--- config.mk ---
export PLATFORM = sky130hd
export DESIGN_NAME = mgt01_div_unit
export DESIGN_NICKNAME = d
export VERILOG_FILES = /design/src/rtl/mgt01_div_unit_pkg.sv /design/src/rtl/mgt01_div_step.sv /design/src/rtl/mgt01_div_unit.sv
export SDC_FILE = /design/constraint.sdc
export NUM_CORES = 1
export LEC_CHECK = 0
export CORE_ASPECT_RATIO = 1.75
export CORE_MARGIN = 4
export CORE_UTILIZATION = 50
export CTS_CLUSTER_SIZE = 25
export DETAILED_ROUTE_END_ITERATION = 7
export PLACE_DENSITY = 0.71
export SKIP_LAST_GASP = 1
export SLEW_MARGIN = 20
export SYNTH_ARGS = -nofsm -noshare
export SYNTH_HDL_FRONTEND = slang
export SYNTH_SLANG_ARGS = --single-unit
--- constraint.sdc ---
create_clock -name clk_i -period 5.6 [get_ports clk_i]
set_input_delay 1.12 -clock clk_i [delete_from_list [all_inputs] [get_ports clk_i]]
set_output_delay 1.12 -clock clk_i [all_outputs]
set_load 0.03 [all_outputs]
--- src/rtl/mgt01_div_unit_pkg.sv ---
`default_nettype none
// ============================================================================
// Module  : mgt01_div_unit_pkg
// Brief   : Shared types and constants for the RV32M divide/remainder unit.
// Revision: 1.0 - initial release
// ============================================================================
package mgt01_div_unit_pkg;

    localparam int XLEN   = 32;
    localparam int ITER_W = $clog2(XLEN);

    typedef enum logic [0:0] {
        FREE = 1'b0,
        BUSY = 1'b1
    } fu_state_e;

    // Values mirror the RV32M funct3 field so decode can pass it straight through.
    typedef enum logic [2:0] {
        DIV_  = 3'b100,
        DIVU_ = 3'b101,
        REM_  = 3'b110,
        REMU_ = 3'b111
    } div_ops_e;

    typedef enum logic [1:0] {
        IDLE     = 2'd0,
        DIVIDE   = 2'd1,
        FINALIZE = 2'd2
    } div_state_e;

    function automatic logic is_signed_op(input div_ops_e op);
        return (op == DIV_) || (op == REM_);
    endfunction

    function automatic logic is_rem_op(input div_ops_e op);
        return (op == REM_) || (op == REMU_);
    endfunction

endpackage
`default_nettype wire

--- src/rtl/mgt01_div_step.sv ---
`default_nettype none
// ============================================================================
// Module  : mgt01_div_step
// Brief   : One combinational radix-2 restoring division step on magnitudes.
// Revision: 1.0 - initial release
// ============================================================================
module mgt01_div_step
    import mgt01_div_unit_pkg::*;
(
    input  logic [XLEN-1:0] rem_i,
    input  logic [XLEN-1:0] quo_i,
    input  logic [XLEN-1:0] divisor_i,
    output logic [XLEN-1:0] rem_o,
    output logic [XLEN-1:0] quo_o
);

    logic [XLEN:0] w_rem_shift;
    logic [XLEN:0] w_trial;

    // Remainder stays below the divisor, so the shifted value fits in XLEN+1 bits.
    assign w_rem_shift = {rem_i, quo_i[XLEN-1]};
    assign w_trial     = w_rem_shift - {1'b0, divisor_i};

    always_comb begin
        rem_o = w_rem_shift[XLEN-1:0];
        quo_o = {quo_i[XLEN-2:0], 1'b0};
        if (!w_trial[XLEN]) begin
            rem_o = w_trial[XLEN-1:0];
            quo_o = {quo_i[XLEN-2:0], 1'b1};
        end
    end

endmodule
`default_nettype wire

--- src/rtl/mgt01_div_unit.sv ---
`default_nettype none
// ============================================================================
// Module  : mgt01_div_unit
// Brief   : Iterative RV32M DIV/DIVU/REM/REMU unit, one operation in flight.
// Revision: 1.0 - initial release
// ============================================================================
module mgt01_div_unit
    import mgt01_div_unit_pkg::*;
(
    input  logic            clk_i,
    input  logic            rst_n_i,
    input  logic            clk_en_i,
    input  logic            valid_i,
    input  logic [XLEN-1:0] dividend_i,
    input  logic [XLEN-1:0] divisor_i,
    input  div_ops_e        operation_i,
    output logic [XLEN-1:0] result_o,
    output fu_state_e       fu_state_o,
    output logic            valid_o
);

    localparam logic [XLEN-1:0] C_MIN_NEG = {1'b1, {(XLEN-1){1'b0}}};

    div_state_e        r_state;
    logic [ITER_W-1:0] r_counter;
    div_ops_e          r_op;
    logic              r_sign_a;
    logic              r_sign_b;
    logic              r_bypass;
    logic [XLEN-1:0]   r_quo;
    logic [XLEN-1:0]   r_rem;
    logic [XLEN-1:0]   r_divisor;

    logic              w_signed;
    logic              w_sign_a;
    logic              w_sign_b;
    logic              w_overflow;
    logic [XLEN-1:0]   w_step_rem;
    logic [XLEN-1:0]   w_step_quo;
    logic [XLEN-1:0]   w_quo_fix;
    logic [XLEN-1:0]   w_rem_fix;

    assign w_signed   = is_signed_op(operation_i);
    assign w_sign_a   = w_signed & dividend_i[XLEN-1];
    assign w_sign_b   = w_signed & divisor_i[XLEN-1];
    assign w_overflow = w_signed && (dividend_i == C_MIN_NEG) && (divisor_i == '1);

    // Quotient sign follows the operand signs; remainder takes the dividend's sign.
    assign w_quo_fix  = (!r_bypass && (r_sign_a ^ r_sign_b)) ? -r_quo : r_quo;
    assign w_rem_fix  = (!r_bypass && r_sign_a) ? -r_rem : r_rem;

    assign fu_state_o = (r_state == IDLE) ? FREE : BUSY;

    mgt01_div_step u_step (
        .rem_i     (r_rem),
        .quo_i     (r_quo),
        .divisor_i (r_divisor),
        .rem_o     (w_step_rem),
        .quo_o     (w_step_quo)
    );

    always_ff @(posedge clk_i or negedge rst_n_i) begin
        if (!rst_n_i) begin
            r_state   <= IDLE;
            r_counter <= '0;
            r_op      <= DIV_;
            r_sign_a  <= 1'b0;
            r_sign_b  <= 1'b0;
            r_bypass  <= 1'b0;
            r_quo     <= '0;
            r_rem     <= '0;
            r_divisor <= '0;
            result_o  <= '0;
            valid_o   <= 1'b0;
        end else if (clk_en_i) begin
            valid_o <= 1'b0;
            case (r_state)
                IDLE: begin
                    if (valid_i) begin
                        r_op      <= operation_i;
                        r_sign_a  <= w_sign_a;
                        r_sign_b  <= w_sign_b;
                        r_divisor <= w_sign_b ? -divisor_i : divisor_i;
                        r_counter <= ITER_W'(XLEN-1);
                        if (divisor_i == '0) begin
                            r_quo    <= '1;
                            r_rem    <= dividend_i;
                            r_bypass <= 1'b1;
                            r_state  <= FINALIZE;
                        end else if (w_overflow) begin
                            r_quo    <= C_MIN_NEG;
                            r_rem    <= '0;
                            r_bypass <= 1'b1;
                            r_state  <= FINALIZE;
                        end else begin
                            r_quo    <= w_sign_a ? -dividend_i : dividend_i;
                            r_rem    <= '0;
                            r_bypass <= 1'b0;
                            r_state  <= DIVIDE;
                        end
                    end
                end
                DIVIDE: begin
                    r_quo <= w_step_quo;
                    r_rem <= w_step_rem;
                    if (r_counter == '0) begin
                        r_state <= FINALIZE;
                    end else begin
                        r_counter <= r_counter - ITER_W'(1);
                    end
                end
                FINALIZE: begin
                    result_o <= is_rem_op(r_op) ? w_rem_fix : w_quo_fix;
                    valid_o  <= 1'b1;
                    r_state  <= IDLE;
                end
                default: r_state <= IDLE;
            endcase
        end
    end

endmodule
`default_nettype wire

==> impl_metrics.json <==
{
  "outcome": "complete, no violations",
  "cts_max_level": 4,
  "clock_tree.root_cell": "clkbuf_16",
  "ir_drop_mv": 0.2707,
  "drv_slew": 0,
  "drc": 0,
  "clock_path_buffers": 2,
  "dp_hpwl_microns": 26380,
  "drt_pre_antenna_iters": 7,
  "cts_tree": "yes",
  "layout_commonest_cell": "nand2_1",
  "async_reset_ff_share_pct": 100.0,
  "synth_warnings": 0,
  "start_util_pct": 50.81,
  "fin_setup_tns_ns": 0,
  "period_minus_slack_ns": 4.272,
  "cts_hold_buf": 0,
  "critPathRequiredTime_ns": 5.91,
  "hold_path_class": "flop to flop",
  "skew_ns": 0.01019,
  "hold_slack_ns": 0.4654,
  "startpoint_type": "flop",
  "drv_cap": 0,
  "die_width_microns": 119.7,
  "overflow": 0,
  "clk_latency_ns": 0.44,
  "r2r-start": "r_rem[8]",
  "rsz0062_at_grt": "no",
  "cts.sinks": 141,
  "io_buffers": 104,
  "r2r_setup_slack_ns": 1.33,
  "grt_max_degree": 101,
  "endpoint": "r_rem[3]",
  "gp_congestion": 0.9607,
  "die_y_microns": 203.5,
  "cts_buffers": 17,
  "final_hold_viol_count": 0,
  "setup_violations": 0,
  "layout_common_cells": "nand2_1, o21ai_0, dfrtp_1",
  "clkTransAtPathRegs_ns": 0.06,
  "nNetsFinal": 1588,
  "fmax_mhz": 234.1,
  "vias": 10547,
  "cp.arrival_ns": 4.58,
  "place_area_sq_um": 12200,
  "yosysSeqAreaShare_pct": 32.31,
  "grt_pass1_vias": 10569,
  "ioPinCount": 105,
  "num_antenna_cells": 0,
  "nFillCells": 2053,
  "p_per_area_nw_per_um2": 643.6,
  "finalInstanceArea_sq_um": 12810,
  "viasPerCell": 5.919,
  "slew_headroom_pct": 25.06,
  "antenna_found_initial": 0,
  "holdPathStages": 2,
  "syn_inst": 1410,
  "synth-seq-cells": 141,
  "globalRouteTotalUtil_pct": 27.87,
  "areaGrowthSynthToFinish_pct": 17.26,
  "leakagePower_uw": 0.005299,
  "timing.rr.end": "r_rem[3]",
  "ys_types": 67,
  "critical_path_class": "flop to flop",
  "synth_edf_count": 0,
  "dominantRegCellSynth": "dfrtp_1",
  "wire_per_inst_microns": 18.73,
  "worst_slew_pin_slew_ns": 1.121,
  "wl_microns": 33380,
  "drtAntennaViolNets": 0,
  "rows": 71,
  "crit_fanout": 13,
  "worstSetupEndpointType": "flop",
  "dieArea_sq_um": 24370,
  "layout-drive-gt1-share_pct": 5.235,
  "critical_path.startpoint": "r_rem[8]",
  "syn_avg_cell_area_sq_um": 7.748,
  "synth.cell_area_sq_um": 10920,
  "rr_worst_depth": 10,
  "core_sq_um": 21500,
  "post_cts_buffers": 0,
  "synth_nets": 1521,
  "fin_crit_sh_pct": 76.28,
  "drt_iter0_drc": 767,
  "grt_pass1_wl_microns": 54140,
  "cts_resized": 0
}
kinds of logic (layout without fill, tap and decap cells):
family,Yosys count,after routing,share of synthesized area [%]
and+or+nand+nor,479,479,20.12
AOI/OAI and AO/OA,451,451,24.80
xor gates and xnor gates,149,149,11.95
DFF,141,141,32.31
buffers and inverters,135,215,4.742
adders and majority gates,40,40,4.650
muxes,15,15,1.432
worst min-delay path by stage:
stage	start	endpoint
finish	r_op[2]	r_op[2]
global route	result_o[9]	result_o[9]
CTS	r_op[2]	r_op[2]
detailed placement	r_op[2]	r_op[2]
global placement	r_op[2]	r_op[2]
floorplan	r_op[2]	r_op[2]
cell type report:
class / count / area [sq um] / share of cell area (%)
Multi-Input combinational cell: 1134 / 6900 / 53.87
Tap cell: 292 / 365.4 / 2.852
Sequential cell: 141 / 3530 / 27.55
Inverter: 62 / 232.7 / 1.817
Clock inverter: 11 / 141.4 / 1.104
Clock buffer: 21 / 470.5 / 3.673
Timing Repair Buffer: 121 / 1170 / 9.133
metrics by stage:
step	total power (uW)	std cells	util (%)	setup slack, ns
floorplan	5605	1410	-	2.250
global placement	6925	1750	56.74	1.319
global route	8916	1782	59.59	1.216
detailed placement	7011	1750	56.74	1.187
CTS	8210	1782	59.59	1.408
finish	8245	1782	59.59	1.328
routing by layer:
layer / up-vias / share of wire (%) / track usage [%]
met5: - / 0 / 0
met4: 0 / 5.7 / 15.81
met3: 124 / 4.3 / 3.163
met2: 350 / 52 / 51.64
met1: 4931 / 38 / 30.43
li1: 5142 / - / -
flip-flops by register name, summed over array words and instances (netlist names):
| name | flops |
|---|---|
| r_quo | 32 |
| r_rem | 32 |
| valid_o | 1 |
| r_bypass | 1 |
| r_sign_b | 1 |
| r_state | 2 |
| r_divisor | 32 |
| r_sign_a | 1 |
| result_o | 32 |
| r_op | 2 |
| r_counter | 5 |
synth_stat cells (8+ instances only):
| cell | instances | area [sq um] |
|---|---|---|
| o21ai_1 | 9 | 45.04 |
| a221oi_1 | 12 | 105.1 |
| o21ai_0 | 151 | 755.7 |
| or3_1 | 15 | 93.84 |
| nor3_1 | 39 | 195.2 |
| o31ai_1 | 35 | 262.8 |
| a21o_1 | 13 | 97.59 |
| clkbuf_1 | 65 | 244.0 |
| dfrtp_1 | 140 | 3503 |
| a211oi_1 | 10 | 75.07 |
| nor4_1 | 9 | 56.30 |
| nor2_1 | 120 | 450.4 |
| a31oi_1 | 25 | 156.4 |
| a21oi_1 | 125 | 625.6 |
| nor2b_1 | 8 | 50.05 |
| and3_1 | 11 | 68.82 |
| o22ai_1 | 17 | 106.4 |
| nand4_1 | 15 | 93.84 |
| xnor2_1 | 74 | 648.1 |
| nand2_1 | 199 | 747.0 |
| mux2i_1 | 10 | 100.1 |
| o41ai_1 | 9 | 78.83 |
| nand3_1 | 22 | 110.1 |
| o211ai_1 | 8 | 60.06 |
| inv_1 | 62 | 232.7 |
| nand2b_1 | 9 | 56.30 |
| ha_1 | 39 | 488.0 |
| xor2_1 | 75 | 656.9 |
worst max-delay path, stage by stage, from the launching register on:
cell	delay, ns
dfrtp_1	0.48
ha_1	0.45
nand2_1	0.21
a2111oi_0	0.80
o41ai_1	0.30
nand2_1	0.18
a22oi_1	0.13
a211oi_4	0.82
mux2_2	0.41
a221oi_1	0.28
nor2_1	0.08
power by group:
part           total (uW)  switching, uW  internal [uW]
clock network        1180            451            733
logic                5020           3010           2000
registers            2040            555           1490
Note: power is estimated with default switching activity, not from simulation.
==> RTL edit (same flow settings) <==
`XLEN`: 32 -> 64.
--- a/src/rtl/mgt01_div_unit_pkg.sv
+++ b/src/rtl/mgt01_div_unit_pkg.sv
@@ -6,7 +6,7 @@
 // ============================================================================
 package mgt01_div_unit_pkg;
 
-    localparam int XLEN   = 32;
+    localparam int XLEN   = 64;
     localparam int ITER_W = $clog2(XLEN);
 
     typedef enum logic [0:0] {
Interface: changed (resized dividend_i, divisor_i and result_o); port bits go from 105 to 201. The function was not compared with the original's and may differ.
==> RTL edit against the unedited design <==
Cell count increased by 100%. Power increased by 110%. Routed wire length increased by 130%. Worst setup slack got worse by 0.043 ns. Maximum frequency decreased by 1.0%. Register-to-register slack improved by 0.04 ns. Sequential cell count increased by 129. Cell area increased by 99%. Synthesized area increased by 100%. Highest routed layer unchanged. First-iteration DRC count increased by 140%. Clock skew increased by 0.022 ns.
==> RTL edit: results (changes against the unedited design) <==
Power and ir drop
  • Peak VDD IR: 0.000476 V (+76%)
  • Part of the power in registers: 24.0% (-0.8 points)
  • NetSw: 8.96 mW (+120%)
  • Leakage power total: 10.3 nW (+95%)

Global routing
  • Global-route wire length before repair: 120000 um (+120%)
  • Largest net degree at the start of global routing: 119 (+18%)
  • Vias in the first global route: 21400 (+100%)

Yosys
  • Cell Area, Synth: 22000 um^2 (+100%)
  • Synthesis-stage register bit count: 270 (+91%)
  • Synth area leaders: dfrtp_1, o21ai_0, a21oi_1, nand2_1, xnor2_1
  • Register area share after synthesis: 30.7% (-1.6 points)
  • Post-synth cell types: 83 (+24%)
  • Post-synthesis cell count: 2912 (+110%)
  • Post-synthesis compound-gate area fraction: 25.9% (+1.1 points)

Critical path
  • Crit path to: r_rem[7]$_DFFE_PN0P_
  • Worst r2r src: r_rem[18]$_DFFE_PN0P_
  • Terminus of the critical flop-to-flop path: r_rem[63]$_DFFE_PN0P_
  • Setup crit start: divisor_i[2]
  • R2R setup slack: 1.37 ns (+0.04 ns)
  • Slowest Stage Delay on Critical Path: 0.52 ns (-0.30 ns)
  • Crit path max-delay cell type: nor3_1
  • Biggest fanout along the worst timing path: 19 (+6)
  • Worst r2r path cells: 11 (+1)

Finish
  • Clock tree cell share of total cell area: 3.67% (-1.1 points)
  • Multi-input combinational area share: 55.7% (+1.8 points)
  • Nets: 3224 (+100%)
  • Clk_buf instances: 36 (+71%)
  • Signal buffers: 256 (+110%)
  • Syn-to-layout area delta: 15.9%
  • Filler Cells Inserted: 4105 (+100%)
  • Inverters: 113 (+82%)

Place
  • DP Cell Count: 3554 (+100%)
  • Placer Congestion: 0.942 (-2.0%)
  • HPWL Detailed: 61100 um (+130%)
  • Post-DP Area: 24500 um^2 (+100%)

Clock network
  • CTS max path bufs: 3 (+1)
  • CTS Buf Count: 27 (+10)
  • H-tree levels: 1 (-3)

Routing
  • Vias per cell: 6.17 (+4.3%)
  • Routed WL per cell: 21.5 um (+15%)

STA
  • WHS: 0.470 ns (+0.00507 ns)
  • Max-slew headroom: 25.9% (+0.82 points)
  • Tcrit/Tclk final: 77.1% (+0.77 points)

Status
  • Outcome: completed
RTL edit: changes by cell type in the layout (fill, tap and decap cells not counted), moves of 32 or more:
| cell | delta |
|---|---|
| clkdlybuf4s50_1 | +96 |
| xor2_1 | +63 |
| ha_1 | +32 |
| inv_1 | +49 |
| nor2_1 | +124 |
| dfrtp_1 | +129 |
| a21oi_1 | +167 |
| nand2_1 | +176 |
| nor3_1 | +38 |
| buf_4 | +36 |
| xnor2_1 | +85 |
| o21ai_0 | +192 |
RTL edit: stage by stage:
| step | util [%] | power, mW |
|---|---|---|
| 6_report | 58.6 | 17.2 |
| 5_1_grt | 58.6 | 18.6 |
| 4_1_cts | 58.6 | 17.1 |
| 3_5_place_dp | 56.5 | 15.1 |
| 3_3_place_gp | 56.4 | 14.9 |
| 2_1_floorplan | - | 11.6 |
RTL edit: metal layers:
layer	vias to the layer above	GRT usage, %	part of all wire (%)
li1	10700	-	-
met1	10500	38.2	40
met2	917	55.1	49
met3	188	2.88	5.9
met4	0	14.7	5.3
met5	-	0	0
